<file path="config.mk">
export PLATFORM = sky130hd
export DESIGN_NAME = rs232_tx_arbiter_flat
export DESIGN_NICKNAME = d
export VERILOG_FILES = /design/src/rtl/rs232_tx_arbiter_if.sv /design/src/rtl/rs232_tx_arbiter.sv /design/src/flat_wrapper.sv
export SDC_FILE = /design/constraint.sdc
export NUM_CORES = 1
export LEC_CHECK = 0
export BUFFER_PORTS_ARGS = -buffer_cell sky130_fd_sc_hd__buf_4
export CAP_MARGIN = 20
export CORE_UTILIZATION = 44
export CTS_BUF_LIST = sky130_fd_sc_hd__clkbuf_16
export DETAILED_ROUTE_END_ITERATION = 6
export PLACE_DENSITY = 0.79
export RECOVER_POWER = 100
export SETUP_SLACK_MARGIN = 0.02
export SLEW_MARGIN = 20
export SYNTH_ARGS = -nofsm -noshare
export SYNTH_HDL_FRONTEND = slang
export SYNTH_SLANG_ARGS = --single-unit
export TNS_END_PERCENT = 10
</file>
<file path="constraint.sdc">
create_clock -name Clock -period 1.85 [get_ports Clock]
set_input_delay 0 -clock Clock [delete_from_list [all_inputs] [get_ports Clock]]
set_output_delay 0 -clock Clock [all_outputs]
set_load 0.02 [all_outputs]
</file>
<file path="src/rtl/rs232_tx_arbiter_if.sv">
// Requester-side and transmitter-side signals of the RS232 TX arbiter.
// master: producers plus transmitter status; slave: the arbiter itself.
interface rs232_tx_arbiter_if #(
    parameter int NUM_REQ = 4
);
    logic [NUM_REQ-1:0]   ReqValid;
    logic [8*NUM_REQ-1:0] ReqData;
    logic [NUM_REQ-1:0]   ReqLast;
    logic [NUM_REQ-1:0]   ReqReady;
    logic [NUM_REQ-1:0]   Grant;
    logic                 Active;
    logic [7:0]           WriteLine;
    logic                 Send;
    logic                 TxBusy;

    modport master (
        output ReqValid, ReqData, ReqLast, TxBusy,
        input  ReqReady, Grant, Active, WriteLine, Send
    );

    modport slave (
        input  ReqValid, ReqData, ReqLast, TxBusy,
        output ReqReady, Grant, Active, WriteLine, Send
    );
endinterface

</file>
<file path="src/rtl/rs232_tx_arbiter.sv">
// Packet-granular round-robin sharing of one RS232 byte transmitter.
// Define RS232_ARB_TAG_EN to prefix each packet with a channel tag byte.
module rs232_tx_arbiter #(
    parameter int         NUM_REQ      = 4,
    parameter int         BUSY_TIMEOUT = 16,
    parameter logic [7:0] TAG_BASE     = 8'hF0
) (
    input logic               Clock,
    input logic               Reset_n,
    rs232_tx_arbiter_if.slave bus
);
    localparam int IDX_W = $clog2(NUM_REQ);
    localparam int CNT_W = $clog2(BUSY_TIMEOUT + 1);
    localparam logic [CNT_W-1:0] CNT_LAST = CNT_W'(BUSY_TIMEOUT - 1);

    typedef enum logic [2:0] {
        IDLE    = 3'd0,
`ifdef RS232_ARB_TAG_EN
        TAG     = 3'd1,
`endif
        LOAD    = 3'd2,
        SEND    = 3'd3,
        WAIT_HI = 3'd4,
        WAIT_LO = 3'd5
    } state_t;

    state_t             state, state_n;
    logic [NUM_REQ-1:0] grant, grant_n;
    logic [IDX_W-1:0]   gidx, gidx_n;
    logic [IDX_W-1:0]   ptr, ptr_n;
    logic [7:0]         wline, wline_n;
    logic               last, last_n;
    logic [CNT_W-1:0]   cnt, cnt_n;
    logic               found;
    logic [IDX_W-1:0]   pick;
    logic               sel_valid;
    logic               sel_last;
    logic [7:0]         sel_data;
    logic               accept;

`ifdef RS232_ARB_TAG_EN
    logic tag_phase, tag_phase_n;
`else
    logic unused_tag_base;
    assign unused_tag_base = ^TAG_BASE;
`endif

    function automatic logic [CNT_W-1:0] sat_inc(input logic [CNT_W-1:0] v);
        return (v == {CNT_W{1'b1}}) ? v : v + CNT_W'(1);
    endfunction

    // Search starts one past the last packet owner so every requester gets a turn.
    always_comb begin
        found = 1'b0;
        pick  = '0;
        for (int i = 1; i <= NUM_REQ; i++) begin
            if (!found && bus.ReqValid[IDX_W'((int'(ptr) + i) % NUM_REQ)]) begin
                found = 1'b1;
                pick  = IDX_W'((int'(ptr) + i) % NUM_REQ);
            end
        end
    end

    always_comb begin
        sel_valid = 1'b0;
        sel_last  = 1'b0;
        sel_data  = '0;
        for (int i = 0; i < NUM_REQ; i++) begin
            if (gidx == IDX_W'(i)) begin
                sel_valid = bus.ReqValid[i];
                sel_last  = bus.ReqLast[i];
                sel_data  = bus.ReqData[8*i +: 8];
            end
        end
    end

    assign accept        = (state == LOAD) && sel_valid && !bus.TxBusy;
    assign bus.ReqReady  = accept ? grant : '0;
    assign bus.Grant     = grant;
    assign bus.Active    = (state != IDLE);
    assign bus.WriteLine = wline;
    assign bus.Send      = (state == SEND);

    always_comb begin
        state_n = state;
        grant_n = grant;
        gidx_n  = gidx;
        ptr_n   = ptr;
        wline_n = wline;
        last_n  = last;
        cnt_n   = cnt;
`ifdef RS232_ARB_TAG_EN
        tag_phase_n = tag_phase;
`endif
        case (state)
            IDLE: begin
                if (found) begin
                    gidx_n  = pick;
                    grant_n = NUM_REQ'(1) << pick;
`ifdef RS232_ARB_TAG_EN
                    state_n = TAG;
`else
                    state_n = LOAD;
`endif
                end
            end
`ifdef RS232_ARB_TAG_EN
            TAG: begin
                wline_n     = {TAG_BASE[7:4], 4'(gidx)};
                tag_phase_n = 1'b1;
                state_n     = SEND;
            end
`endif
            LOAD: begin
                if (accept) begin
                    wline_n = sel_data;
                    last_n  = sel_last;
                    state_n = SEND;
                end
            end
            SEND: begin
                cnt_n   = '0;
                state_n = WAIT_HI;
            end
            // A transmitter that never reports busy is released by the timeout.
            WAIT_HI: begin
                if (bus.TxBusy || cnt == CNT_LAST) begin
                    state_n = WAIT_LO;
                end else begin
                    cnt_n = sat_inc(cnt);
                end
            end
            WAIT_LO: begin
                if (!bus.TxBusy) begin
`ifdef RS232_ARB_TAG_EN
                    if (tag_phase) begin
                        tag_phase_n = 1'b0;
                        state_n     = LOAD;
                    end else
`endif
                    if (last) begin
                        ptr_n   = gidx;
                        grant_n = '0;
                        state_n = IDLE;
                    end else begin
                        state_n = LOAD;
                    end
                end
            end
            default: state_n = IDLE;
        endcase
    end

    always_ff @(posedge Clock or negedge Reset_n) begin
        if (!Reset_n) begin
            state <= IDLE;
            grant <= '0;
            gidx  <= '0;
            ptr   <= IDX_W'(NUM_REQ - 1);
            wline <= 8'h00;
            last  <= 1'b0;
            cnt   <= '0;
`ifdef RS232_ARB_TAG_EN
            tag_phase <= 1'b0;
`endif
        end else begin
            state <= state_n;
            grant <= grant_n;
            gidx  <= gidx_n;
            ptr   <= ptr_n;
            wline <= wline_n;
            last  <= last_n;
            cnt   <= cnt_n;
`ifdef RS232_ARB_TAG_EN
            tag_phase <= tag_phase_n;
`endif
        end
    end
endmodule

</file>
<file path="src/flat_wrapper.sv">
// flat-port wrapper written by rule: the top's interface ports become plain ports
module rs232_tx_arbiter_flat 
#(
    parameter int         NUM_REQ      = 4,
    parameter int         BUSY_TIMEOUT = 16,
    parameter logic [7:0] TAG_BASE     = 8'hF0
)
  (Clock, Reset_n, bus_ReqValid, bus_ReqData, bus_ReqLast, bus_TxBusy, bus_ReqReady, bus_Grant, bus_Active, bus_WriteLine, bus_Send);
  rs232_tx_arbiter_if #(.NUM_REQ(NUM_REQ)) bus_i ();
  input logic Clock;
  input logic Reset_n;
  input wire logic [$bits(bus_i.ReqValid)-1:0] bus_ReqValid;
  input wire logic [$bits(bus_i.ReqData)-1:0] bus_ReqData;
  input wire logic [$bits(bus_i.ReqLast)-1:0] bus_ReqLast;
  input wire logic [$bits(bus_i.TxBusy)-1:0] bus_TxBusy;
  output wire logic [$bits(bus_i.ReqReady)-1:0] bus_ReqReady;
  output wire logic [$bits(bus_i.Grant)-1:0] bus_Grant;
  output wire logic [$bits(bus_i.Active)-1:0] bus_Active;
  output wire logic [$bits(bus_i.WriteLine)-1:0] bus_WriteLine;
  output wire logic [$bits(bus_i.Send)-1:0] bus_Send;
  assign bus_i.ReqValid = bus_ReqValid;
  assign bus_i.ReqData = bus_ReqData;
  assign bus_i.ReqLast = bus_ReqLast;
  assign bus_i.TxBusy = bus_TxBusy;
  assign bus_ReqReady = bus_i.ReqReady;
  assign bus_Grant = bus_i.Grant;
  assign bus_Active = bus_i.Active;
  assign bus_WriteLine = bus_i.WriteLine;
  assign bus_Send = bus_i.Send;
  rs232_tx_arbiter #(.NUM_REQ(NUM_REQ), .BUSY_TIMEOUT(BUSY_TIMEOUT), .TAG_BASE(TAG_BASE)) u_core (.Clock(Clock), .Reset_n(Reset_n), .bus(bus_i));
endmodule
</file>
==> impl_results.md <==
- Main combinational cell family by area after synthesis: multiplexers
- Hold path endpoint: u_core.state[0]
- Placeable core area: 3360 um^2
- Vias in the first global route: 1279
- Part of the power in combinational logic: 50.2%
- Worst Path Class, Setup: flip-flop to flip-flop
- TNS Setup: 0 ns
- Arrival time at the worst endpoint: 2.00 ns
- IO Count: 61
- Required time at the worst-slack endpoint: 2.04 ns
- Maximum number of buffers from clock root to sink: 2
- Clock tree skew after final layout: 0.00176 ns
- Worst voltage drop across the vdd grid: 1.25 mV
- Main synth FF type: dfrtp_1
- Number of distinct standard cells referenced by the synthesized netlist: 40
- P_int: 1.77 mW
- Min-delay worst type: input port to flip-flop
- Period minus WS final: 1.81 ns
- Iter 0 DRT Violations: 50
- Aggregate routed wire length: 3920 um
- Antenna Cells: 0
- Crit end category: flip-flop
- Half-perimeter wire length after placement: 3010 um
- Port Buffer Count: 60
- Critical Path Fanout Max: 3
- Beginning of the worst hold path: bus_TxBusy
- Pins over their slew limit: 0
- Compound-Gate Fraction of Synth Area: 13.5%
- Worst-case headroom to the max-slew limit: 11.4%
- Total count of hold-check failures in the final report: 0
- Initial core utilization: 46.3%
- Remaining design rule violation count: 0
- Share of synthesized area occupied by flip-flops and latches: 40.3%
- Initial antenna violation count: 0
- Post-synth ARST share: 100%
- R2r worst-path depth: 7
- GRT overflow: 0
- Switching part of the total: 39.6%
- Via total after detailed routing: 1308
- Power per standard cell area: 1370 nW/um^2
- Htree depth: 1
- Synthesized netlist cell count: 131
- Synth Area in Adders: 2.41%
- Number of nets produced by synthesis: 177
- Clock buffer count from CTS: 3
- Drt pass-1 iters: 4
- Die area: 3780 um^2
- Filler Cell Count: 312
- Crit share post-route: 98.0%
- Post-layout net count: 248
- Fraction of power consumed by the clock network: 16.3%
- Final-report setup violation count: 0
- Sequential share of power: 33.5%
- Leakage dissipation: 0.969 nW
- Die extent in y: 61.5 um
- Maximum number of pins on one net before global-route repair: 26
- Simple-Gate Fraction of Synth Area: 13.3%
- Clock network latency to the later pin of the worst-skew pair: 0.26 ns
- Last weighted congestion value of the routability-driven placer: 0.849
- Routed WL per cell: 15.9 um
- Critical path startpoint category: flip-flop
- Per-instance average area after synthesis: 11.9 um^2
- Floorplan die width: 61.5 um
- Number of vias per cell after detailed routing: 5.30
- Area after DPL: 2080 um^2
- Worst Max-Slew Pin Slew: 1.33 ns
- Fraction of layout instances using a drive strength above 1: 42.3%
- Residual antenna-violating net count after detailed routing: 0
- Design area: 2140 um^2
- Max Freq: 552 MHz
- Endpoint of the worst register-to-register path: u_core.cnt[4]
- Number of sinks handled by clock tree synthesis: 25
- Net load switching power: 1.16 mW
- Cells on Worst Hold Path: 3
- Result of the run: finished clean
- Startpoint of the worst-slack reg-to-reg timing path: u_core.cnt[1]
- Maxcap violations: 0
- Wire length of the first global-routing pass: 5770 um
- Number of flops mapped to enable cells by yosys: 0
- Synthesis-stage register bit count: 25
- Parity-gate share of the synthesized area counting xor and xnor cells: 0.562%
- Worst-case register-to-register setup slack: 0.04 ns
- Area growth from synthesis to layout: 37.7%
- Fin Hold WS: 0.0635 ns
- Total of warnings raised by yosys: 0
- Proportion of synthesized area in mux cells: 26.3%
- Standard-cell rows: 21
- TritonCTS clock tree: yes
- Synthesized cell area: 1560 um^2
- Clock-pin slew on the worst setup and hold paths: 0.06 ns
- Overall track demand over capacity in global routing: 21.1%
- CTS root buf: clkbuf_16
-- synth_stat cells, drive strengths merged (3+ instances only) --
library cell  instances  area (um^2)
dfrtp                23          576
buf                   3         21.3
nor2                  8         30.0
nand2b                4         25.0
nor2b                 3         18.8
a21oi                 5         25.0
mux4                 10          225
ha                    3         37.5
o21ai                15         75.1
inv                   7         26.3
nand2                 6         22.5
mux2                 13          165
and3                  3         18.8
-- cell type report --
class / count / area, um^2 / area share (%)
Sequential cell: 25 / 628 / 29.3
Clock inverter: 1 / 5.00 / 0.233
Multi-Input combinational cell: 94 / 877 / 40.9
Tap cell: 46 / 57.6 / 2.68
Timing Repair Buffer: 71 / 475 / 22.2
Inverter: 7 / 26.3 / 1.23
Clock buffer: 3 / 75.1 / 3.50
-- stage by stage --
stage	cells	power (mW)	utilization [%]	setup WS, ns
after global placement	237	2.56	61.8	0.0991
after CTS	243	3.11	64.8	0.0381
after global routing	247	3.13	63.8	-0.00449
after detailed placement	237	2.62	61.8	0.0150
final	247	2.93	63.8	0.0373
after floorplan	131	2.06	-	0.0344
-- worst max-delay path by stage --
stage / from / end / slack [ns] / depth (start not counted)
4_1_cts: u_core.cnt[0] / u_core.cnt[4] / 0.04 / 7
3_3_place_gp: u_core.cnt[0] / u_core.cnt[4] / 0.1 / 7
6_report: u_core.cnt[1] / u_core.cnt[4] / 0.04 / 7
2_1_floorplan: u_core.cnt[0] / u_core.cnt[4] / 0.03 / 7
5_1_grt: u_core.cnt[1] / u_core.cnt[4] / -0.004 / 7
3_5_place_dp: u_core.cnt[0] / u_core.cnt[4] / 0.01 / 7
-- state kept, by name (all words and copies together) (netlist names) --
signal and flops:
u_core.bus.WriteLine 8, u_core.cnt 5, u_core.bus.Grant 4, u_core.state 3, u_core.gidx 2, u_core.ptr 2
u_core.last 1
-- cells in the final DEF (no fill, tap or decap), types with 2 or more instances in the layout --
cell / synthesis / routed
a21oi_1: 5 / 4
and3_1: 3 / 2
buf_4: 0 / 54
clkbuf_1: 2 / 16
clkbuf_16: 0 / 3
dfrtp_1: 23 / 23
ha_2: 0 / 2
inv_1: 6 / 7
mux2_1: 2 / 7
mux2_2: 6 / 6
mux2i_1: 2 / 2
mux4_2: 10 / 10
nand2_1: 6 / 5
nand2b_1: 4 / 4
nand3_1: 2 / 2
nor2_1: 8 / 8
nor2b_1: 3 / 3
o21ai_0: 1 / 2
o21ai_1: 14 / 13
o31ai_1: 2 / 2
-- what timing repair did --
item | CTS | global route
hold endpoints to repair | 25 | 0
pin swaps | 0 | 3
setup endpoints to repair | 1 | 2
gates resized for setup | 1 | 4
buffers inserted | 1 | 4
hold buffers | 1 | 0
-- routing by layer --
layer,GRT usage (%),share of wire [%],up-vias
met2,36.6,55,24
met4,6.67,1.1,0
met3,4.62,2.8,4
met5,0,0,-
met1,26.2,41,650
li1,-,-,630
-- cells by family (layout without fill, tap and decap cells) --
group	Yosys count	after routing
AND/OR/NAND/NOR	34	34
AO/OA/AOI/OAI	31	31
multiplexers	25	25
flip-flops	25	25
buffers and inverters	12	82
adder cells (fa/ha/maj)	3	3
XOR/XNOR	1	1
-- power groups by stage --
stage	clock network [mW]	logic (mW)	registers, mW
2_1_floorplan	0	0.954	1.11
3_3_place_gp	0	1.58	0.981
3_5_place_dp	0	1.62	0.999
4_1_cts	0.485	1.63	0.992
5_1_grt	0.507	1.60	1.02
6_report	0.477	1.47	0.983
-- critical path: stages (launching register included) --
cell     delay [ns]
dfrtp_1        0.41
ha_2           0.22
and3_4         0.19
ha_2           0.17
nor3_2         0.24
nand2_2        0.12
mux2_2         0.30
o21ai_1        0.11
Power figures use the tool's default switching activity.
